==> config.mk <==
export PLATFORM = sky130hd
export DESIGN_NAME = uart_tx_bins
export DESIGN_NICKNAME = d
export VERILOG_FILES = /design/src/rtl/uart_bins_pkg.sv /design/src/rtl/uart_tx_fifo_bins.sv /design/src/rtl/uart_tx_bins.sv
export SDC_FILE = /design/constraint.sdc
export NUM_CORES = 1
export LEC_CHECK = 0
export ABC_CLOCK_PERIOD_IN_PS = 2800
export BUFFER_PORTS_ARGS = -buffer_cell sky130_fd_sc_hd__buf_4
export CORE_ASPECT_RATIO = 1.1
export CORE_MARGIN = 1.5
export CORE_UTILIZATION = 40
export DETAILED_ROUTE_END_ITERATION = 7
export PLACE_DENSITY = 0.56
export SYNTH_ARGS = -nofsm -noshare
export SYNTH_HDL_FRONTEND = slang
export SYNTH_SLANG_ARGS = --single-unit
==> constraint.sdc <==
create_clock -name clockIN -period 2.8 [get_ports clockIN]
set_clock_uncertainty 0.2 [all_clocks]
set_input_delay 0.28 -clock clockIN [delete_from_list [all_inputs] [get_ports clockIN]]
set_output_delay 0.28 -clock clockIN [all_outputs]
set_load 0.01 [all_outputs]
==> src/rtl/uart_bins_pkg.sv <==
// uart_bins_pkg: shared UART frame constants and FSM state encoding (used by tx and rx)
package uart_bins_pkg;
  typedef enum logic [2:0] {IDLE, START, DATA, PARITY, STOP} state_e;
  localparam int DATA_BITS = 8;
  localparam logic START_BIT = 1'b0;
  localparam logic STOP_BIT = 1'b1;
endpackage

==> src/rtl/uart_tx_fifo_bins.sv <==
// uart_tx_fifo_bins: byte FIFO; ports clk, rst (async high), push/din in, pop/dout out, full/empty flags
module uart_tx_fifo_bins #(
  parameter int FIFO_DEPTH = 4
) (
  input  logic       clk,
  input  logic       rst,
  input  logic       push,
  input  logic       pop,
  input  logic [7:0] din,
  output logic [7:0] dout,
  output logic       full,
  output logic       empty
);
  localparam int AW = $clog2(FIFO_DEPTH);
  localparam int CW = AW + 1;
  logic [7:0] mem [FIFO_DEPTH];
  logic [AW-1:0] wr_q, wr_d, rd_q, rd_d;
  logic [CW-1:0] count_q, count_d;
  logic do_push, do_pop;
  if (FIFO_DEPTH < 2 || (FIFO_DEPTH & (FIFO_DEPTH - 1)) != 0) begin : g_bad_depth
    $error("FIFO_DEPTH must be a power of two >= 2");
  end
  always_comb begin
    full = count_q == CW'(FIFO_DEPTH);
    empty = count_q == '0;
    do_push = push && !full;
    do_pop = pop && !empty;
    wr_d = wr_q + AW'(do_push);
    rd_d = rd_q + AW'(do_pop);
    count_d = count_q + CW'(do_push) - CW'(do_pop);
    dout = mem[rd_q];
  end
  always_ff @(posedge clk or posedge rst)
    if (rst) begin
      wr_q <= '0;
      rd_q <= '0;
      count_q <= '0;
    end else begin
      wr_q <= wr_d;
      rd_q <= rd_d;
      count_q <= count_d;
    end
  always_ff @(posedge clk)
    if (do_push) mem[wr_q] <= din;
endmodule

==> src/rtl/uart_tx_bins.sv <==
// uart_tx_bins: buffered odd-parity UART transmitter; clockIN/txResetIN, txValidIN/txDataIN/txReadyOUT handshake, txOUT line, txBusyOUT
module uart_tx_bins
  import uart_bins_pkg::*;
#(
  parameter int CLOCK_FREQUENCY = 50_000_000,
  parameter int BAUD_RATE = 115200,
  parameter int PARITY_ODD = 1,
  parameter int FIFO_DEPTH = 4
) (
  input  logic       clockIN,
  input  logic       txResetIN,
  input  logic       txValidIN,
  input  logic [7:0] txDataIN,
  output logic       txReadyOUT,
  output logic       txOUT,
  output logic       txBusyOUT
);
  localparam int BAUD_DIV = CLOCK_FREQUENCY / BAUD_RATE;
  localparam int CW = (BAUD_DIV < 2) ? 1 : $clog2(BAUD_DIV);
  localparam logic [CW-1:0] RELOAD = CW'(BAUD_DIV - 1);
  if (BAUD_DIV < 2) begin : g_bad_baud
    $error("BAUD_DIV must be >= 2");
  end
  state_e state_q, state_d;
  logic [CW-1:0] cnt_q, cnt_d;
  logic [7:0] data_q, data_d, dout;
  logic [2:0] idx_q, idx_d;
  logic tx_q, tx_d, busy_q, busy_d;
  logic push, pop, full, empty, bit_end;
  assign push = txValidIN && !full;
  assign txReadyOUT = !full;
  assign txOUT = tx_q;
  assign txBusyOUT = busy_q;
  uart_tx_fifo_bins #(.FIFO_DEPTH(FIFO_DEPTH)) u_fifo (
    .clk(clockIN),
    .rst(txResetIN),
    .push(push),
    .pop(pop),
    .din(txDataIN),
    .dout(dout),
    .full(full),
    .empty(empty)
  );
  always_comb begin
    bit_end = cnt_q == '0;
    state_d = state_q;
    cnt_d = bit_end ? cnt_q : cnt_q - CW'(1);
    data_d = data_q;
    idx_d = idx_q;
    tx_d = tx_q;
    pop = 1'b0;
    case (state_q)
      IDLE: if (!empty) begin
        pop = 1'b1;
        data_d = dout;
        tx_d = START_BIT;
        cnt_d = RELOAD;
        state_d = START;
      end
      START: if (bit_end) begin
        tx_d = data_q[0];
        idx_d = '0;
        cnt_d = RELOAD;
        state_d = DATA;
      end
      DATA: if (bit_end) begin
        cnt_d = RELOAD;
        if (idx_q == 3'(DATA_BITS - 1)) begin
          tx_d = (PARITY_ODD != 0) ? ~^data_q : STOP_BIT;
          state_d = (PARITY_ODD != 0) ? PARITY : STOP;
        end else begin
          idx_d = idx_q + 3'd1;
          tx_d = data_q[idx_q + 3'd1];
        end
      end
      PARITY: if (bit_end) begin
        tx_d = STOP_BIT;
        cnt_d = RELOAD;
        state_d = STOP;
      end
      STOP: if (bit_end) begin
        if (!empty) begin
          pop = 1'b1;
          data_d = dout;
          tx_d = START_BIT;
          cnt_d = RELOAD;
          state_d = START;
        end else begin
          tx_d = STOP_BIT;
          state_d = IDLE;
        end
      end
      default: state_d = IDLE;
    endcase
    busy_d = (state_d != IDLE) || !empty;
  end
  always_ff @(posedge clockIN or posedge txResetIN)
    if (txResetIN) begin
      state_q <= IDLE;
      cnt_q <= '0;
      data_q <= '0;
      idx_q <= '0;
      tx_q <= 1'b1;
      busy_q <= 1'b0;
    end else begin
      state_q <= state_d;
      cnt_q <= cnt_d;
      data_q <= data_d;
      idx_q <= idx_d;
      tx_q <= tx_d;
      busy_q <= busy_d;
    end
endmodule

# Word-level counts from Yosys, hierarchy flattened
# Memory sizes are Yosys's and may differ from the RTL's.
# Index checks and enable logic that the tools add are counted.
# word_totals
regBits	32
ramBits	32
inputBits	11
output_inout_bits	3
word_cells	82
n_memories	1
# mem_list
name	words	width	rd	rd_ports_with_merged_regs	write_ports	line_no	text
u_fifo.mem	4	8	1	0	1	uart_tx_fifo_bins.sv:16	logic [7:0] mem [FIFO_DEPTH];
# op_classes
add_sub_neg	6
magnitude_cmp	1
n_eq_ne	12
n_mux	35
n_reduce_logical	18
# op_table
cell	n
9-bit 2-to-1 mux	4
3-bit 2-to-1 mux	9
9-bit one-hot mux with 3 select lines	1
8-bit 2-to-1 mux	2
8-bit one-hot mux with 2 select lines	1
3-bit one-hot mux with 5 select lines	1
1-bit 2-to-1 mux	13
2-bit inequality test (second input constant)	6
3-bit == test (second input constant)	3
9-bit zero test	1
9-bit by 1-bit subtractor with 9-bit output (second input constant)	1
8-bit XNOR reduction	1
3-bit by 2-bit == test with 1-bit output (second input constant)	2
3-bit zero test	2
3-bit one-hot mux with 2 select lines	1
6-bit AND reduction	1
1-bit one-hot mux with 5 select lines	1
5-bit nonzero test	1
2-bit by 1-bit adder with 2-bit output	2
3-bit by 4-bit < comparator with 1-bit output (second input constant)	1
4-bit AND reduction	1
2-bit nonzero test	2
3-bit by 1-bit adder with 3-bit output	1
3-bit by 1-bit adder with 3-bit output (second input constant)	1
10 further kinds	13

# Longest topological paths before layout
# depth
word_depth	6
ltp_mapped	12

# Modules after synthesis
# A second synthesis with hierarchy kept.
# hier_totals
hier_cells	224
hier_area_um2	3045.4
# by_module_without_submodules
module	instances	cells_each	area_per_inst_um2
uart_tx_fifo_bins	1	74	1550.2
uart_tx_bins	1	150	1495.2

# Least setup slack after synthesis
# Ideal clock, no wire load.
# synth_path
kind	register -> register
from	register cnt_q[4]
to	register u_fifo.count_q[2]
arrival_time_ns	2.370
required_ns	2.477
setup_slack_ns	0.108
path_stages_with_launch	11
period_less_slack_ns	2.692
cell_sequence	dfrtp_1 -> nor4_4 -> nand3_2 -> a21oi_4 -> ha_1 -> inv_1 -> ha_1 -> inv_1 -> fa_1 -> xnor2_1 -> xnor2_1
# synth_via
elab_chain_len	5
# synth_rtl
item	line_no	text
from (decl)	uart_tx_bins.sv:25	logic [CW-1:0] cnt_q, cnt_d;
from (signal assigned)	uart_tx_bins.sv:107	cnt_q <= cnt_d;
9-bit zero test	uart_tx_bins.sv:45	bit_end = cnt_q == '0;
1-bit 2-to-1 mux	uart_tx_bins.sv:81	STOP: if (bit_end) begin
1-bit one-hot mux with 2 select lines	uart_tx_bins.sv:52	case (state_q)
1-bit logical AND	uart_tx_fifo_bins.sv:27	do_pop = pop && !empty;
3-bit by 1-bit subtractor with 3-bit output	uart_tx_fifo_bins.sv:30	count_d = count_q + CW'(do_push) - CW'(do_pop);
named net u_fifo.count_d[2]	uart_tx_fifo_bins.sv:18	logic [CW-1:0] count_q, count_d;
to (signal assigned)	uart_tx_fifo_bins.sv:41	count_q <= count_d;
to (decl)	uart_tx_fifo_bins.sv:18	
# The timed path passes the listed nets, and every way through them passes these cells.
# A chain may end at the register's enable or synchronous reset.

# Final worst setup path
# layout_path
from	register cnt_q[0]
to	register u_fifo.count_q[2]
# The elaborated chain is that of the path after synthesis.

==> report_table.html <==
<table>
<tr><th>Metric</th><th>Value</th></tr>
<tr><th colspan="2">Run status</th></tr>
<tr><td>Run status</td><td>finished clean</td></tr>
<tr><th colspan="2">Clock tree</th></tr>
<tr><td>Number of clock sinks</td><td>64</td></tr>
<tr><td>Number of buffers created by CTS</td><td>9</td></tr>
<tr><td>Root Buffer</td><td>clkbuf_8</td></tr>
<tr><td>Worst skew pair latency</td><td>340 ps</td></tr>
<tr><td>Max Buffers Root-to-Sink</td><td>2</td></tr>
<tr><td>Clock Pin Slew Worst Setup and Hold Paths</td><td>80 ps</td></tr>
<tr><td>H-tree depth reported by CTS</td><td>3</td></tr>
<tr><td>Clock tree from TritonCTS</td><td>done</td></tr>
<tr><th colspan="2">Yosys</th></tr>
<tr><td>Mapped Nets</td><td>roughly 230</td></tr>
<tr><td>Most numerous cell in the Yosys netlist</td><td>edfxtp_1</td></tr>
<tr><td>Total of flip-flops plus latches after synthesis</td><td>64</td></tr>
<tr><td>Cell types with the largest area share after synthesis</td><td>edfxtp_1 (33%), dfrtp_1 (27%), mux4_2 (7.8%)</td></tr>
<tr><td>Total standard cell area after synthesis</td><td>between 2000 and 3000 µm²</td></tr>
<tr><td>Distinct cells, synth</td><td>40</td></tr>
<tr><td>Share of the yosys chip area belonging to registers</td><td>60.86%</td></tr>
<tr><td>Proportion of register bits with asynchronous set or reset after synthesis</td><td>approximately 50%</td></tr>
<tr><td>Largest area contributor in the netlist</td><td>edfxtp_1</td></tr>
<tr><td>Syn_area_per_cell</td><td>between 10 and 15 µm²</td></tr>
<tr><td>Top cell type's share of synthesized area</td><td>between 30% and 40%</td></tr>
<tr><td>Prevailing post-synth register cell</td><td>edfxtp_1</td></tr>
<tr><td>Yosys synthesis warning count</td><td>0</td></tr>
<tr><td>Cells after synthesis</td><td>between 200 and 250</td></tr>
<tr><td>Number of flops mapped to enable cells by yosys</td><td>32</td></tr>
<tr><td>Commonest cells post-synth</td><td>edfxtp_1 (32), dfrtp_1 (31), nor2_1 (19), xnor2_1 (13), nand2_1 (12)</td></tr>
<tr><th colspan="2">Power</th></tr>
<tr><td>Static leakage power</td><td>~1.3 nW</td></tr>
<tr><td>P per Cell Area</td><td>953.0 nW/µm²</td></tr>
<tr><td>VDD IR-drop max</td><td>0.4674 mV</td></tr>
<tr><th colspan="2">Setup path</th></tr>
<tr><td>Worst r2r dst</td><td>u_fifo.count_q[2]$_DFF_PP0_</td></tr>
<tr><td>Largest fanout of any net on the critical path</td><td>5</td></tr>
<tr><td>Critical path type</td><td>flop to flop</td></tr>
<tr><td>Cell depth of the worst flop-to-flop path</td><td>12</td></tr>
<tr><td>Slack of the worst reg-to-reg path</td><td>between 150 and 200 ps</td></tr>
<tr><td>Endpoint required time on the critical path</td><td>2870 ps</td></tr>
<tr><td>Origin of the critical flop-to-flop path</td><td>cnt_q[0]$_DFF_PP0_</td></tr>
<tr><td>Category of the worst setup path capture point</td><td>flop</td></tr>
<tr><td>Setup crit start kind</td><td>flop</td></tr>
<tr><td>Arrival time at the worst endpoint</td><td>approximately 2700 ps</td></tr>
<tr><th colspan="2">Cells and area</th></tr>
<tr><td>Area growth from synthesis to final layout</td><td>18.53%</td></tr>
<tr><td>Utilization after layout</td><td>approximately 50%</td></tr>
<tr><td>Final net count</td><td>roughly 260</td></tr>
<tr><td>Layout cells sized above 1</td><td>a little over a quarter</td></tr>
<tr><td>Filler Cell Count</td><td>629</td></tr>
<tr><td># diodes</td><td>0</td></tr>
<tr><th colspan="2">Route</th></tr>
<tr><td>Via count</td><td>1,691</td></tr>
<tr><td>DRC violations left</td><td>0</td></tr>
<tr><td>Per-cell routed wire length</td><td>~15 µm</td></tr>
<tr><td>Pre-Repair DR Iteration Count</td><td>4</td></tr>
<tr><td>Final antenna-violating net count</td><td>0</td></tr>
<tr><td>Routed WL</td><td>slightly below 5 mm</td></tr>
<tr><td>Drt via density</td><td>5.078</td></tr>
<tr><td>Iteration-0 DRC count of the detailed router</td><td>slightly above 60</td></tr>
<tr><th colspan="2">GRT</th></tr>
<tr><td>First-pass GRT wire length</td><td>8.266 mm</td></tr>
<tr><td>Overall fraction of global-route tracks in use</td><td>~14%</td></tr>
<tr><td>Antenna violations before repair</td><td>0</td></tr>
<tr><td>Global-route congestion overflow total</td><td>0</td></tr>
<tr><td>Number of global-route vias before repair</td><td>1,703</td></tr>
<tr><td>Pin count of the biggest net entering global routing</td><td>33</td></tr>
<tr><th colspan="2">Timing</th></tr>
<tr><td>Actual slew at the worst max-slew pin</td><td>roughly 530 ps</td></tr>
<tr><td>Total negative setup slack</td><td>0 ps</td></tr>
<tr><td>Post-route minimum period</td><td>around 2600 ps</td></tr>
<tr><td>Max-slew violations</td><td>0</td></tr>
<tr><td>Maximum clock frequency</td><td>between 0.3 and 0.4 GHz</td></tr>
<tr><td>Setup Viol. Count Final</td><td>0</td></tr>
<tr><td>Number of hold-slack violations in the final timing report</td><td>0</td></tr>
<tr><td>Post-route fraction of the period consumed by the critical path</td><td>just over 90%</td></tr>
<tr><td>Headroom to the max-slew limit</td><td>about two thirds</td></tr>
<tr><td>RSZ-0062 raised after global routing</td><td>false</td></tr>
<tr><th colspan="2">Floorplanning</th></tr>
<tr><td>Starting density of the core</td><td>a little over 40%</td></tr>
<tr><td>Full die area</td><td>7761 µm²</td></tr>
<tr><td>Floorplan die width</td><td>approximately 84 µm</td></tr>
<tr><td>FP Rows</td><td>32</td></tr>
<tr><td>Number of I/O pins</td><td>14</td></tr>
<tr><td>Core footprint</td><td>roughly 7000 µm²</td></tr>
<tr><td>Die extent in y</td><td>~92 µm</td></tr>
<tr><th colspan="2">Placed design</th></tr>
<tr><td>Port bufs</td><td>13</td></tr>
<tr><td>Routability Congestion</td><td>roughly 0.72</td></tr>
<tr><td>Dpl hpwl</td><td>3.227 mm</td></tr>
<tr><th colspan="2">Worst hold path</th></tr>
<tr><td>Hold Path End</td><td>u_fifo.count_q[0]$_DFF_PP0_</td></tr>
<tr><td>Startpoint of the most critical hold path</td><td>txValidIN</td></tr>
<tr><td>Number of cells traversed by the worst hold path</td><td>4</td></tr>
<tr><td>Class of the tightest hold or removal check</td><td>input port to flop</td></tr>
<tr><th colspan="2">Run</th></tr>
<tr><td>Max-cap viol count</td><td>0</td></tr>
</table>
## per-layer routing
| metal | vias to the layer above | GRT usage (%) | wire length, µm |
|---|---|---|---|
| li1 | 837 | - | - |
| met1 | 827 | 17.39 | 2153 |
| met2 | 21 | 23.20 | 2504 |
| met3 | 6 | 2.790 | 122 |
| met4 | 0 | 8.607 | 96 |
| met5 | - | 0 | 0 |
## worst max-delay path by stage
stage                                   from                           to  slack (ps)  cells past startpoint
after floorplan           cnt_q[4]$_DFF_PP0_  u_fifo.count_q[2]$_DFF_PP0_         110                     10
after global routing      cnt_q[0]$_DFF_PP0_  u_fifo.count_q[2]$_DFF_PP0_          20                     12
after global placement    cnt_q[0]$_DFF_PP0_  u_fifo.count_q[2]$_DFF_PP0_         200                     12
final                     cnt_q[0]$_DFF_PP0_  u_fifo.count_q[2]$_DFF_PP0_         180                     12
after detailed placement  cnt_q[0]$_DFF_PP0_  u_fifo.count_q[2]$_DFF_PP0_         140                     12
after CTS                 cnt_q[0]$_DFF_PP0_  u_fifo.count_q[2]$_DFF_PP0_         130                     12
## power breakdown
| group | switching [W] | internal (W) | leakage (nW) |
|---|---|---|---|
| clock network | 0.000395 | 0.000420 | 0.0964 |
| logic | 0.000397 | 0.000546 | 0.572 |
| registers | 0.000252 | 0.00126 | 0.671 |
## cells by family (layout without fill, tap and decap cells)
kind of cell / count (synthesis) / in the layout / share of synthesized area [%]
mux: 21 / 21 / 11.97
compound gates: 26 / 26 / 5.961
simple gates: 56 / 56 / 9.849
flops: 64 / 64 / 60.86
buf+inv: 15 / 56 / 2.376
xor+xnor: 16 / 16 / 4.838
fa+ha+maj: 9 / 9 / 4.147
## stage by stage
step           std cells  hold WS [ps]  cell area [µm²]  total power [W]  setup WS (ps)
6_report             333         162.6             3433         0.003272          183.8
5_1_grt              333         182.9             3433         0.003492          18.19
4_1_cts              333         156.4             3431         0.003316          126.6
3_5_place_dp         308         205.1             3137         0.002487          141.2
3_3_place_gp         308         201.1             3137         0.002461          200.4
2_1_floorplan        207         178.9             2897         0.002235          107.9
## state kept, by name, summed over array words and instances (netlist names), 2 cells and up
signal,cells
u_fifo.wr_q,2
cnt_q,9
idx_q,3
state_q,3
u_fifo.count_q,3
u_fifo.mem,32
data_q,8
u_fifo.rd_q,2
## timing repair
action,in CTS,in global routing
endpoints found under the setup margin,0,1
hold endpoints to repair,63,0
hold buffers,9,0
buffers inserted,0,0
resized for setup,0,1
## area by class of cell
type	instances	area [µm²]	area share, %
Sequential cell	64	1763	51.35
Tap cell	85	106.4	3.098
Multi-Input combinational cell	128	1067	31.09
Clock inverter	7	80.08	2.332
Inverter	8	30.03	0.8746
Timing Repair Buffer	32	262.8	7.653
Clock buffer	9	123.9	3.608
## placed cells by master, fill, tap and decap left out, types with 4 or more instances in the layout
| cell type | n |
|---|---|
| buf_4 | 23 |
| edfxtp_1 | 32 |
| nor3_1 | 6 |
| nor2_1 | 19 |
| clkbuf_8 | 9 |
| nand2_1 | 12 |
| dlygate4sd3_1 | 9 |
| mux2_2 | 9 |
| dfrtp_1 | 31 |
| ha_1 | 8 |
| xnor2_1 | 13 |
| inv_1 | 8 |
| mux4_2 | 10 |
| nand2b_1 | 4 |
| nand3_1 | 4 |
| o21ai_0 | 11 |
## critical path, stage by stage, from the launching register on
cell	delay [ps]
dfrtp_1	390
inv_1	110
ha_1	170
nor2b_2	160
nand3_2	160
a21oi_4	200
ha_1	240
inv_1	50
ha_1	130
inv_1	50
fa_1	370
xnor2_1	180
xnor2_1	130
Note: power is estimated with default switching activity, not from simulation.
